$ cat src/rtl/bht_predictor_pkg.sv
// Shared definitions for the branch history table predictor.
package bht_predictor_pkg;

    // Instruction memory word-address width; the predictor PC width follows it.
    localparam int unsigned IMEM_AW    = 10;
    localparam int unsigned BHT_PC_W   = IMEM_AW;
    localparam int unsigned BHT_STAT_W = 16;

    // Operation applied by the saturating counter.
    typedef enum logic [1:0] {
        CNT_HOLD = 2'd0,
        CNT_INC  = 2'd1,
        CNT_DEC  = 2'd2
    } cnt_op_e;

endpackage : bht_predictor_pkg

$ cat src/rtl/bht_sat_counter.sv
// Combinational saturating increment/decrement next-value generator.
module bht_sat_counter
    import bht_predictor_pkg::*;
#(
    parameter int unsigned W = 2
) (
    input  logic [W-1:0] cnt_i,
    input  cnt_op_e      op_i,
    output logic [W-1:0] cnt_c
);

    // Step toward the requested direction, sticking at all-ones or zero.
    always_comb begin
        cnt_c = cnt_i;
        unique case (op_i)
            CNT_INC: if (cnt_i != '1) cnt_c = cnt_i + W'(1);
            CNT_DEC: if (cnt_i != '0) cnt_c = cnt_i - W'(1);
            default: cnt_c = cnt_i;
        endcase
    end

endmodule : bht_sat_counter

$ cat src/rtl/bht_predictor.sv
// Branch history table with per-entry target: fetch-side lookup, resolve-side update, statistics.
module bht_predictor
    import bht_predictor_pkg::*;
#(
    parameter int unsigned PC_W    = BHT_PC_W,
    parameter int unsigned ENTRIES = 16,
    parameter int unsigned CNT_W   = 2,
    parameter int unsigned STAT_W  = BHT_STAT_W
) (
    input  logic              clk,
    input  logic              rst_n,
    input  logic              en,
    input  logic              clear,
    input  logic              lookup_valid,
    input  logic [PC_W-1:0]   lookup_pc,
    output logic              pred_hit,
    output logic              pred_taken,
    output logic [PC_W-1:0]   pred_pc,
    input  logic              upd_en,
    input  logic [PC_W-1:0]   upd_pc,
    input  logic              upd_taken,
    input  logic [PC_W-1:0]   upd_target,
    input  logic              upd_mispredict,
    output logic [STAT_W-1:0] stat_lookups,
    output logic [STAT_W-1:0] stat_hits,
    output logic [STAT_W-1:0] stat_mispredicts
);

    localparam int unsigned IDX_W = $clog2(ENTRIES);
    localparam int unsigned TAG_W = PC_W - IDX_W;
    localparam logic [CNT_W-1:0] WEAK_T = CNT_W'(1) << (CNT_W - 1);

    logic             valid_q  [ENTRIES];
    logic [TAG_W-1:0] tag_q    [ENTRIES];
    logic [PC_W-1:0]  target_q [ENTRIES];
    logic [CNT_W-1:0] cnt_q    [ENTRIES];
    logic             valid_d  [ENTRIES];
    logic [TAG_W-1:0] tag_d    [ENTRIES];
    logic [PC_W-1:0]  target_d [ENTRIES];
    logic [CNT_W-1:0] cnt_d    [ENTRIES];

    logic [STAT_W-1:0] stat_lookups_q, stat_hits_q, stat_mispredicts_q;
    logic [STAT_W-1:0] stat_lookups_d, stat_hits_d, stat_mispredicts_d;

    logic [IDX_W-1:0] lu_idx, upd_idx;
    logic [TAG_W-1:0] lu_tag, upd_tag;
    logic             upd_hit_c;
    logic [CNT_W-1:0] upd_cnt_c;
    cnt_op_e          upd_op_c, lk_op_c, hit_op_c, mp_op_c;

    assign lu_idx  = lookup_pc[IDX_W-1:0];
    assign lu_tag  = lookup_pc[PC_W-1:IDX_W];
    assign upd_idx = upd_pc[IDX_W-1:0];
    assign upd_tag = upd_pc[PC_W-1:IDX_W];

    // Fetch-side lookup from registered state; no bypass of a same-cycle update.
    always_comb begin
        pred_hit   = valid_q[lu_idx] && (tag_q[lu_idx] == lu_tag);
        pred_taken = pred_hit && cnt_q[lu_idx][CNT_W-1];
        pred_pc    = pred_taken ? target_q[lu_idx] : lookup_pc + PC_W'(1);
    end

    // Direction counter step for the entry being resolved.
    always_comb begin
        upd_hit_c = valid_q[upd_idx] && (tag_q[upd_idx] == upd_tag);
        upd_op_c  = CNT_HOLD;
        if (upd_hit_c) upd_op_c = upd_taken ? CNT_INC : CNT_DEC;
    end

    bht_sat_counter #(.W(CNT_W)) u_dir_cnt (
        .cnt_i (cnt_q[upd_idx]),
        .op_i  (upd_op_c),
        .cnt_c (upd_cnt_c)
    );

    // Table next state: clear beats update, miss-taken allocates, en=0 freezes.
    always_comb begin
        valid_d  = valid_q;
        tag_d    = tag_q;
        target_d = target_q;
        cnt_d    = cnt_q;
        if (en) begin
            if (clear) begin
                for (int i = 0; i < int'(ENTRIES); i++) begin
                    valid_d[i]  = 1'b0;
                    tag_d[i]    = '0;
                    target_d[i] = '0;
                    cnt_d[i]    = WEAK_T;
                end
            end else if (upd_en) begin
                if (upd_hit_c) begin
                    cnt_d[upd_idx] = upd_cnt_c;
                    if (upd_taken) target_d[upd_idx] = upd_target;
                end else if (upd_taken) begin
                    valid_d[upd_idx]  = 1'b1;
                    tag_d[upd_idx]    = upd_tag;
                    target_d[upd_idx] = upd_target;
                    cnt_d[upd_idx]    = WEAK_T;
                end
            end
        end
    end

    // Statistic increment requests; a clear does not suppress the mispredict count.
    always_comb begin
        lk_op_c  = (en && lookup_valid)             ? CNT_INC : CNT_HOLD;
        hit_op_c = (en && lookup_valid && pred_hit) ? CNT_INC : CNT_HOLD;
        mp_op_c  = (en && upd_en && upd_mispredict) ? CNT_INC : CNT_HOLD;
    end

    bht_sat_counter #(.W(STAT_W)) u_stat_lk  (.cnt_i(stat_lookups_q),     .op_i(lk_op_c),  .cnt_c(stat_lookups_d));
    bht_sat_counter #(.W(STAT_W)) u_stat_hit (.cnt_i(stat_hits_q),        .op_i(hit_op_c), .cnt_c(stat_hits_d));
    bht_sat_counter #(.W(STAT_W)) u_stat_mp  (.cnt_i(stat_mispredicts_q), .op_i(mp_op_c),  .cnt_c(stat_mispredicts_d));

    // State registers with asynchronous reset to an empty, weakly-taken table.
    always_ff @(posedge clk or negedge rst_n) begin
        if (!rst_n) begin
            for (int i = 0; i < int'(ENTRIES); i++) begin
                valid_q[i]  <= 1'b0;
                tag_q[i]    <= '0;
                target_q[i] <= '0;
                cnt_q[i]    <= WEAK_T;
            end
            stat_lookups_q     <= '0;
            stat_hits_q        <= '0;
            stat_mispredicts_q <= '0;
        end else begin
            valid_q            <= valid_d;
            tag_q              <= tag_d;
            target_q           <= target_d;
            cnt_q              <= cnt_d;
            stat_lookups_q     <= stat_lookups_d;
            stat_hits_q        <= stat_hits_d;
            stat_mispredicts_q <= stat_mispredicts_d;
        end
    end

    assign stat_lookups     = stat_lookups_q;
    assign stat_hits        = stat_hits_q;
    assign stat_mispredicts = stat_mispredicts_q;

endmodule : bht_predictor

$ cat config.mk
export PLATFORM = sky130hd
export DESIGN_NAME = bht_predictor
export DESIGN_NICKNAME = d
export VERILOG_FILES = /design/src/rtl/bht_predictor_pkg.sv /design/src/rtl/bht_sat_counter.sv /design/src/rtl/bht_predictor.sv
export SDC_FILE = /design/constraint.sdc
export NUM_CORES = 1
export LEC_CHECK = 0
export BUFFER_PORTS_ARGS = -buffer_cell sky130_fd_sc_hd__buf_2
export CORE_ASPECT_RATIO = 1.2
export CORE_MARGIN = 2
export CORE_UTILIZATION = 56
export DETAILED_ROUTE_END_ITERATION = 12
export GPL_ROUTABILITY_DRIVEN = 0
export GPL_TIMING_DRIVEN = 0
export PLACE_DENSITY = 0.74
export SYNTH_ARGS = -nofsm -noshare
export SYNTH_HDL_FRONTEND = slang
export SYNTH_SLANG_ARGS = --single-unit
export TNS_END_PERCENT = 30
$ cat constraint.sdc
create_clock -name clk -period 4.31 [get_ports clk]
set_clock_uncertainty 0.05 [all_clocks]
set_input_delay 0.862 -clock clk [delete_from_list [all_inputs] [get_ports clk]]
set_output_delay 0.862 -clock clk [all_outputs]
set_load 0.02 [all_outputs]
==> impl_results.md <==
* Number of synthesized register bits at 352
* CP bufs+invs at 5
* GRT Residual Overflow at 0
* Main combinational cell family by area after synthesis: compound AO/OA/AOI/OAI gates
* CTS Hold Bufs at 0
* Xor/xnor cell area share of the yosys netlist at 3.13%
* PnR worst setup slack at -0.207 ns
* Tightest Pin Transition at 1.33 ns
* Core area at 0.0333 mm^2
* Max VDD drop at 0.282 mV
* Nets at 1870
* FMAX at 221 MHz
* Antenna violations before repair at 2
* Met3 wire len at 6580 um
* DR iter-0 viols at 2093
* Synth top area share at 44.2%
* Row count at 73
* Failing checks: negative setup slack
* Most used DFF post-synth: dfrtp_1
* Initial core utilization at 57.1%
* Mapped Cells at 1691
* Post-Syn Nets at 1733
* Post-synth top area cell: dfrtp_1
* Number of CTS-inserted buffers at 38
* Die area at 0.0355 mm^2
* Cell area power density at 445 mW/mm^2
* Final min period at 4.52 ns
* Crit-path slowest cell: mux4_2
* Clock transition at the registers of the reported paths at 0.06 ns
* Filler Cell Count at 2491
* CTS root buffer: clkbuf_16
* Synth Warn # at 0
* Simple logic cell fraction of the synthesized area at 10.5%
* Complex-gate fraction of the synthesized area at 19.0%
* Routed wire per std cell at 27.0 um
* R2R Setup Slk at 0.81 ns
* Mux cell area share after synthesis at 16.0%
* Vias in the first global route at 16200
* RSZ-0062 raised after global routing: yes
* Clk buf depth at 3
* Via density at 7.05
* Post-synth EDFFs at 0
* Pin count of the biggest net entering global routing at 120
* CP required at 3.40 ns
* Layout cell share with drive strength beyond 1 at 21.0%
* Met1 wire length at 21800 um
* Worst Setup End Kind: primary output
* First drt pass iteration count at 6
* Clock Latency Late Sink at 0.54 ns
* Drt drc at 0
* Unique masters post-synth at 54
* Final hold vios at 0
* Ys async rst share at 100%
* HP Class: primary input to asynchronous set/reset pin
* Detail Route Antenna Nets at 0
* Setup CP Type: primary input to primary output
* Sequential share of the synthesized area at 46.4%
* Status: complete, but fails checks
* Post-placement cell count at 2229
* Slew headroom at 10.8%
* Max stage delay on crit path at 0.51 ns
* Post-Layout Cell Count at 2303
* CP startpoint kind: primary input
* WL final at 62200 um
* Vias at 16200
* Worst-path cell chain: buf_2 -> buf_6 -> buf_8 -> mux4_2 -> mux4_2 -> xnor2_1 -> o21ai_1 -> a211oi_4 -> and2_4 -> buf_12 -> mux2_4 -> buf_6
* IO Pins at 98
* H-tree depth at 2
* Max-Cap Viols at 0
* Leak pwr at 9.12 nW
* # setup viols final at 11
* CTS sink cnt at 352
* Crit path max fanout at 10
* Synthesized area at 0.0190 mm^2
* Final period util at 105%
* DR top layer: met5
* IO Port Bufs at 81
* WL met2 at 28400 um
* Worst endpoint data arrival time at 3.60 ns
* Synth Area in Adders at 0.316%
* Post-DP HPWL at 42800 um
* First-pass GRT wire length at 95000 um
* Die Height at 206 um
* Area Overhead vs Synth at 14.6%
* CP delay by family, top: multiplexers
* CTS tree: yes
* Final Max Tran Viols at 0
* Synth Area per Inst at 11.3 um^2
* DIE WIDTH at 172 um
* Fin Setup TNS at -1.75 ns
* Largest cells by area after synthesis: dfrtp_1 (44%), mux4_2 (15%), a22oi_1 (6.3%)
* Global-route usage over all layers at 35.9%
==> through the flow <==
step | power (mW) | setup WS, ns | cell area [um^2] | hold slack (ns) | util [%]
floorplan | 5.54 | -0.0147 | 19100 | 0.416 | -
global placement | 6.08 | -4.51 | 20100 | 0.419 | 60.2
detailed placement | 6.21 | -1.06 | 20200 | 0.429 | 60.7
CTS | 9.68 | -0.201 | 21700 | 0.0712 | 65.2
global route | 10.1 | -0.195 | 21800 | 0.0777 | 65.4
finish | 9.71 | -0.207 | 21800 | 0.0761 | 65.4
==> routing by layer <==
layer	vias up	global-route usage, %
met2	1097	55.1
met5	-	0
met1	8114	44.2
met3	320	9.04
li1	6706	-
met4	2	26.7
==> cell usage after synthesis, types with 8 or more instances <==
library cell    n
and3_1         12
xor2_1         28
nand4_1        27
dfrtp_1       336
mux2i_1        15
nand3_1        25
mux4_2        125
buf_1          21
dfstp_2        16
o21ai_0       169
a21oi_1        17
o211ai_1       32
a32o_1         96
a2bb2oi_1      16
a22oi_1       160
inv_1          35
or3_1          16
xnor2_1        40
nand2b_2        8
buf_2          25
clkbuf_1      113
nand2_1       211
nor2_1         54
and4_1          9
==> final cells by class <==
| type | count | area [um^2] | area share, % |
|---|---|---|---|
| plain buffers | 171 | 850 | 3.90 |
| clock inverters | 7 | 136 | 0.625 |
| diodes | 1 | 2.50 | 0.0115 |
| clock buffers | 57 | 1190 | 5.44 |
| flip-flops and latches | 352 | 8830 | 40.5 |
| multi-input cells | 1132 | 9430 | 43.2 |
| inverters | 35 | 131 | 0.602 |
| well taps | 450 | 563 | 2.58 |
| repair buffers | 98 | 683 | 3.13 |
==> sequential cells by signal, summed over array words and instances, names as in the netlist <==
| signal | count |
|---|---|
| stat_mispredicts | 16 |
| cnt_q | 32 |
| stat_lookups | 16 |
| target_q | 160 |
| tag_q | 96 |
| stat_hits | 16 |
| valid_q | 16 |
==> path summary, 6_finish.rpt <==
| check | startpoint | end | cells after the start |
|---|---|---|---|
| setup reg to reg | tag_q[3]$_DFFE_PN0P_ | tag_q[82]$_DFFE_PN0P_ | 10 |
| max in group asynchronous | rst_n | cnt_q[0]$_DFFE_PN0P_ | 3 |
| hold / removal | rst_n | stat_lookups[11]$_DFFE_PN0P_ | 1 |
| setup / recovery | lookup_pc[1] | pred_pc[1] | 12 |
| min in group clk | stat_lookups[12]$_DFFE_PN0P_ | stat_lookups[12]$_DFFE_PN0P_ | 1 |
| hold reg to reg | stat_lookups[12]$_DFFE_PN0P_ | stat_lookups[12]$_DFFE_PN0P_ | 1 |
==> where the power goes <==
part           internal (mW)  switching [mW]
Combinational          0.896            1.01
Sequential              3.85           0.467
Clock                   2.13            1.36
Total                   6.88            2.83
==> kinds of logic after synthesis <==
group | Yosys count
compound gates | 506
simple gates | 406
flops | 352
buf+inv | 207
mux | 147
xor+xnor | 68
fa+ha+maj | 5
==> what timing repair did <==
item	in CTS	in global routing
pin swaps	5	4
gates cloned	1	0
setup endpoints to repair	12	12
resized for setup	43	16
setup buffers	5	4
==> cells in the final DEF, fill, tap and decap left out, types with 27 or more instances in the layout <==
master	count
o21ai_0	160
nand4_1	27
nor2_1	54
xnor2_1	39
a22oi_1	160
a32o_1	96
xor2_1	28
clkbuf_16	41
o211ai_1	32
mux4_2	125
clkbuf_1	116
inv_1	35
buf_2	92
dfrtp_1	336
nand2_1	209
Note: power is estimated with default switching activity, not from simulation.
